[src/rtl/sram_mem_controller.sv]
// sram_mem_controller
// Sequences each 32-bit load/store from the MEM stage onto a 16-bit
// asynchronous SRAM as two half-word phases (low half first). ready_o drops
// while an access is in flight so the core can freeze its pipeline and PC.
module sram_mem_controller #(
    parameter int unsigned ADDR_BASE   = 1024,
    parameter int unsigned SRAM_AW     = 18,
    parameter int unsigned WAIT_CYCLES = 2
) (
    input  logic               clk,
    input  logic               rst_n,
    input  logic               rd_en_i,
    input  logic               wr_en_i,
    input  logic [31:0]        address_i,
    input  logic [31:0]        write_data_i,
    output logic [31:0]        read_data_o,
    output logic               ready_o,
    output logic [SRAM_AW-1:0] sram_addr_o,
    output logic [15:0]        sram_dq_out_o,
    input  logic [15:0]        sram_dq_in_i,
    output logic               sram_dq_oe_o,
    output logic               sram_we_n_o
);

    // Counter only needs to reach WAIT_CYCLES-1 (WAIT_CYCLES is at least 2).
    localparam int unsigned    CW       = $clog2(WAIT_CYCLES);
    localparam logic [CW-1:0]  CNT_LAST = CW'(WAIT_CYCLES - 1);

    typedef enum logic [2:0] {
        IDLE,
        WR_LO,
        WR_HI,
        RD_LO,
        RD_HI,
        DONE
    } state_t;

    state_t             state_q, state_d;
    logic [CW-1:0]      cnt_q, cnt_d;
    logic [SRAM_AW-2:0] off_q, off_d;
    logic [31:0]        wdata_q, wdata_d;
    logic [31:0]        rdata_q, rdata_d;
    logic               last_cnt;
    logic               req;

    assign last_cnt    = (cnt_q == CNT_LAST);
    assign req         = wr_en_i | rd_en_i;
    assign read_data_o = rdata_q;

    // State, phase counter and latched request fields.
    always_ff @(posedge clk or negedge rst_n) begin
        if (!rst_n) begin
            state_q <= IDLE;
            cnt_q   <= '0;
            off_q   <= '0;
            wdata_q <= '0;
            rdata_q <= '0;
        end else begin
            state_q <= state_d;
            cnt_q   <= cnt_d;
            off_q   <= off_d;
            wdata_q <= wdata_d;
            rdata_q <= rdata_d;
        end
    end

    // Next-state logic plus the SRAM bus / ready outputs decoded from state.
    always_comb begin
        state_d       = state_q;
        cnt_d         = cnt_q;
        off_d         = off_q;
        wdata_d       = wdata_q;
        rdata_d       = rdata_q;
        ready_o       = 1'b0;
        sram_addr_o   = '0;
        sram_dq_out_o = '0;
        sram_dq_oe_o  = 1'b0;
        sram_we_n_o   = 1'b1;

        // Every access state runs the same 0..WAIT_CYCLES-1 count.
        if (state_q != IDLE && state_q != DONE) begin
            cnt_d = last_cnt ? '0 : cnt_q + 1'b1;
        end

        case (state_q)
            IDLE: begin
                ready_o = ~req;
                if (req) begin
                    // Word offset wraps modulo the SRAM size; no range check.
                    off_d   = (SRAM_AW-1)'((address_i - 32'(ADDR_BASE)) >> 2);
                    wdata_d = write_data_i;
                    cnt_d   = '0;
                    // A simultaneous read is dropped in favour of the write.
                    state_d = wr_en_i ? WR_LO : RD_LO;
                end
            end
            WR_LO: begin
                sram_addr_o   = {off_q, 1'b0};
                sram_dq_out_o = wdata_q[15:0];
                sram_dq_oe_o  = 1'b1;
                // Strobe released on the last cycle to give address/data hold.
                sram_we_n_o   = last_cnt;
                if (last_cnt) state_d = WR_HI;
            end
            WR_HI: begin
                sram_addr_o   = {off_q, 1'b1};
                sram_dq_out_o = wdata_q[31:16];
                sram_dq_oe_o  = 1'b1;
                sram_we_n_o   = last_cnt;
                if (last_cnt) state_d = DONE;
            end
            RD_LO: begin
                sram_addr_o = {off_q, 1'b0};
                if (last_cnt) begin
                    rdata_d[15:0] = sram_dq_in_i;
                    state_d       = RD_HI;
                end
            end
            RD_HI: begin
                sram_addr_o = {off_q, 1'b1};
                if (last_cnt) begin
                    rdata_d[31:16] = sram_dq_in_i;
                    state_d        = DONE;
                end
            end
            DONE: begin
                // The request may still be high here; it is the one just
                // finished, so always return to IDLE rather than restarting.
                ready_o = 1'b1;
                state_d = IDLE;
            end
            default: begin
                state_d = IDLE;
            end
        endcase
    end

endmodule

[config.mk]
export PLATFORM = sky130hd
export DESIGN_NAME = sram_mem_controller
export DESIGN_NICKNAME = d
export VERILOG_FILES = /design/src/rtl/sram_mem_controller.sv
export SDC_FILE = /design/constraint.sdc
export NUM_CORES = 1
export LEC_CHECK = 0
export BUFFER_PORTS_ARGS = -buffer_cell sky130_fd_sc_hd__buf_2
export CAP_MARGIN = 0
export CORE_ASPECT_RATIO = 1.4
export CORE_MARGIN = 3
export CORE_UTILIZATION = 25
export CTS_CLUSTER_SIZE = 10
export DETAILED_ROUTE_END_ITERATION = 12
export PLACE_DENSITY = 0.56
export SKIP_CTS_REPAIR_TIMING = 1
export SLEW_MARGIN = 0
export SYNTH_ARGS = -nofsm -noshare
export SYNTH_HDL_FRONTEND = slang
export SYNTH_SLANG_ARGS = --single-unit
[constraint.sdc]
create_clock -name clk -period 2 [get_ports clk]
set_input_delay 0.5 -clock clk [delete_from_list [all_inputs] [get_ports clk]]
set_output_delay 0.5 -clock clk [all_outputs]
set_load 0.05 [all_outputs]
# Yosys cells after proc, flatten, opt, wreduce, memory -nomap -nowiden
# Cells that the tools add are included.
[word_totals] ff_bits=85 in_bits=84 output_inout_bits=69 elab_cells=45
[classes] add_sub_neg=2 eq_ne=10 muxes=15 bitwise=2 n_reduce_logical=10
[ops] op="one-hot mux 18 bit (2 select lines)" n=1
[ops] op="one-hot mux 16 bit (2 select lines)" n=1
[ops] op="subtractor 19 x 11 -> 19 bit, second input constant" n=1
[ops] op="2-to-1 mux 3 bit" n=4
[ops] op="one-hot mux 3 bit (4 select lines)" n=1
[ops] op="equality test 3 x 2 -> 1 bit, second input constant" n=2
[ops] op="equality test 3 bit, second input constant" n=2
[ops] op="2-to-1 mux 1 bit" n=6
[ops] op="!= test 2 bit, second input constant" n=3
[ops] op="AND reduction 2 bit" n=3
[ops] op="OR reduction 2 bit" n=3
[ops] op="AND reduction 4 bit" n=1
[ops] op="equality test 3 x 1 -> 1 bit, second input constant" n=1
[ops] op="zero test 3 bit" n=1
[ops] op="!= test 3 bit, second input constant" n=1
[ops] op="nonzero test 3 bit" n=1
[ops] op="2-to-1 mux 2 bit" n=1
[ops] op="!= test 2 x 1 -> 1 bit, second input constant" n=1
[ops] op="one-hot mux 1 bit (2 select lines)" n=1
[ops] op="adder 1 bit, second input constant" n=1
[ops] op="logical AND 1 bit" n=1
[ops] op="inverter 1 bit" n=1
[ops] op="bitwise OR 1 bit" n=1

# Longest topological paths before layout
[logic_depth] ltp_word=5 ltp_mapped=6 ltp_nobuf=5

# Least setup slack after synthesis
# Ideal clock, no wire load.
[synth_timing] path_kind="input-to-output" start="in wr_en_i" end="out ready_o" arrival_time_ns=2.147 required_time_ns=1.500 setup_slack_ns=-0.647 cell_stages=4 n_path_buf=1 cell_sequence="nor2_1 > nor2_8 > buf_6 > nor3_1"
[synth_via] elab_chain_cells=3
[synth_lines] element="start, declared" line_no="13" text="input logic wr_en_i,"
[synth_lines] element="bitwise OR 1 bit" line_no="47" text="assign req = wr_en_i | rd_en_i;"
[synth_lines] element="inverter 1 bit" line_no="87" text="ready_o = ~req;"
[synth_lines] element="one-hot mux 1 bit (2 select lines)" line_no="85" text="case (state_q)"
[synth_lines] element="end, declared" line_no="17" text="output logic ready_o,"
# Every way passes these cells.

# Worst setup path after layout
[layout_timing] start="reg state_q[0]" end="out sram_dq_out_o[4]"
[layout_via] elab_chain_cells=2 elab_cells_between_ends=3 classes_between="eq/ne (2); mux (1)"
[layout_lines] element="start, declared" line_no="38" text="state_t state_q, state_d;"
[layout_lines] element="start signal, assigned" line_no="59" text="state_q <= state_d;"
[layout_lines] element="equality test 3 x 2 -> 1 bit / equality test 3 x 1 -> 1 bit (equally long branches)" line_no="85"
[layout_lines] element="one-hot mux 16 bit (2 select lines) (*)" line_no="85"
[layout_lines] element="end, declared" line_no="19" text="output logic [15:0] sram_dq_out_o,"
# Every way passes the cells marked *; elsewhere a longest branch is shown, timed or not.

==> flow_summary_export.csv <==
group,metric,value,unit
status,status,"finished with violations",
status,failed_checks,"negative setup slack",
critical_path,path_class,"reg2out",
clocking,clkLatencyLatePin,0.34,ns
yosys,synth_edf_count,0,
global_routing,grt_pass1_wl,15800,um
global_routing,overflow,0,
timing,finalHoldViolCount,0,
yosys,syn_area_per_cell,14.5,um^2
clocking,numCtsBuffers,9,
timing,fin_ws,-0.228,ns
critical_path,reg2reg_from,"state_q[1]",
critical_path,critPathLaunchType,"flip-flop",
global_routing,antenna_found_initial,0,
layout,final_nets,518,
place,dpl.cell_count,607,
detailed_routing,drt-vias-per-instance,4.44,
worst_hold_path,hold_path_class,"in2async",
yosys,syn_inst,273,
layout,fin_cells,630,
yosys,synth_fp_nets,358,
timing,slew_headroom,45.8,%
die,num_io_pins,153,
yosys,synth_cell_types,43,
timing,rsz0062_at_grt,"yes",
yosys,synth_warnings,0,
critical_path,crit_fanout,6,
yosys,seq_area_frac_synth,53.8,%
timing,setup_viol_count_final,54,
detailed_routing,drt_iter0_markers,124,
clocking,htreeDepth,3,
die,placementRows,53,
flow_run,drv_cap,0,
critical_path,crit_path_start,"state_q[0]",
detailed_routing,detail-route-antenna-nets,0,
yosys,synth-async-reset-ratio,100,%
place,hpwl,6940,um
timing,slew_viol_final,0,
clocking,cts.sinks,85,
critical_path,r2r_end,"wdata_q[17]",
yosys,synth_area,3950,um^2
die,core,15300,um^2
global_routing,grt_pass1_vias,3026,
timing,tightest_slew,0.812,ns
detailed_routing,first_pass_iters,4,
die,die_area,17400,um^2
timing,clock_skew,0.00756,ns
timing,fmax,0.449,GHz
critical_path,cp.arrival,1.73,ns
clocking,clkSlewWorstSetupHoldPaths,0.06,ns
detailed_routing,wl,9930,um
clocking,cts_tree,"built",
layout,drive_above_1_share,61.4,%
layout,area_growth,43.9,%
layout,postLayoutCellArea,5690,um^2
place,pre_cts_ws,0.0540,ns
die,die_w,112,um
timing,fin_crit,2.23,ns
layout,antenna_cells,0,
yosys,ys.flop_type,"dfrtp_1",
critical_path,reg2regPathDepth,8,
critical_path,reg2reg_slack,-0.02,ns
timing,post-route-period-util,111,%
detailed_routing,drc,0,
layout,fillers,1485,
global_routing,grt.total_usage,11.5,%
clocking,cts_root_buf,"clkbuf_16",
place,gp_congestion,0.752,
global_routing,grt_max_degree,86,
critical_path,required,1.50,ns
place,numPortBuffers,137,
yosys,ys_ff_latch,85,
clocking,clock_path_buffers,2,
critical_path,end_kind,"primary output",
die,start_util,25.9,%
detailed_routing,routedWlPerCell,15.8,um
place,placed_area,5020,um^2
detailed_routing,vias,2797,
die,dieHeight,155,um
metrics by stage:
step / setup TNS, ns / utilization [%] / hold slack (ns)
CTS: -9.70 / 35.2 / 0.218
finish: -6.43 / 37.3 / 0.129
global placement: 0 / 32.9 / 0.465
global route: -10.49 / 37.3 / 0.237
floorplan: -0.0211 / - / 0.204
detailed placement: 0 / 32.9 / 0.474
state kept, by name, summed over array words and instances (netlist names):
register	cells
state_q	3
wdata_q	32
off_q	17
cnt_q	1
read_data_o	32
worst max path at each step:
stage,endpoint,slack [ns],cells past startpoint
after floorplan,ready_o,-0.02,4
after global placement,ready_o,0.07,5
after detailed placement,wdata_q[29],0.05,6
after CTS,ready_o,-0.31,5
after global routing,sram_dq_out_o[6],-0.32,6
final,sram_dq_out_o[4],-0.23,6
logic make-up (layout without fill, tap and decap cells):
group | count (synthesis) | after routing | synth area share [%]
compound gates | 45 | 45 | 7.98
fa+ha+maj | 1 | 1 | 0.317
simple gates | 44 | 44 | 7.60
buf+inv | 19 | 184 | 4.34
xor+xnor | 5 | 5 | 1.11
flops | 85 | 85 | 53.8
mux | 74 | 74 | 24.8
worst max-delay path: stages, from the launching register on:
cell and delay, ns:
dfrtp_2 0.45, buf_6 0.14, nor3b_4 0.18, buf_6 0.15, clkbuf_16 0.15, a22o_1 0.15, buf_6 0.16
metal layers:
| layer | GRT usage, % | vias to the layer above | share of wire [%] | wire length, um |
|---|---|---|---|---|
| met2 | 20.7 | 74 | 55 | 5450 |
| met5 | 0 | - | 0 | 0 |
| met4 | 5.73 | 0 | 2.5 | 250 |
| met3 | 2.27 | 13 | 3.5 | 344 |
| li1 | - | 1300 | - | - |
| met1 | 13.0 | 1410 | 39 | 3890 |
layout make-up:
type / instances / area, um^2 / share of cell area [%]
flip-flops and latches: 85 / 2130 / 37.4
multi-input cells: 169 / 1740 / 30.6
repair buffers: 166 / 1220 / 21.5
clock buffers: 11 / 243 / 4.27
well taps: 192 / 240 / 4.22
clock inverters: 5 / 106 / 1.87
inverters: 2 / 7.51 / 0.132
cell usage in the layout (no fill, tap or decap), types with 4 or more instances in the layout:
master	netlist	layout
mux2_1	17	17
and2_1	17	7
dfrtp_1	85	83
a31oi_1	5	5
clkbuf_16	0	10
mux2_4	40	40
a22o_1	16	7
o21ai_0	5	5
buf_8	0	6
buf_12	4	7
and2_2	0	10
a22o_2	0	6
buf_4	1	20
buf_2	7	100
clkbuf_4	0	12
buf_6	3	20
a21oi_1	12	12
mux2_2	16	16
nor2_1	4	4
cells in the mapped netlist, drive strengths merged (3+ instances only):
cell type | count | area share, %
dfrtp | 85 | 54
mux2 | 73 | 25
and2 | 17 | 2.7
a22o | 16 | 3.5
buf | 16 | 4.1
a21oi | 12 | 1.5
nor2 | 6 | 1.0
a31oi | 5 | 0.79
o21ai | 5 | 0.63
nand2b | 3 | 0.47
or2 | 3 | 0.47
or3 | 3 | 0.60
or4 | 3 | 0.66
xnor2 | 3 | 0.66
Power is left out: the tool's default activity adds up to more than one toggle a clock period on the data nets, which glitch-free logic cannot reach.
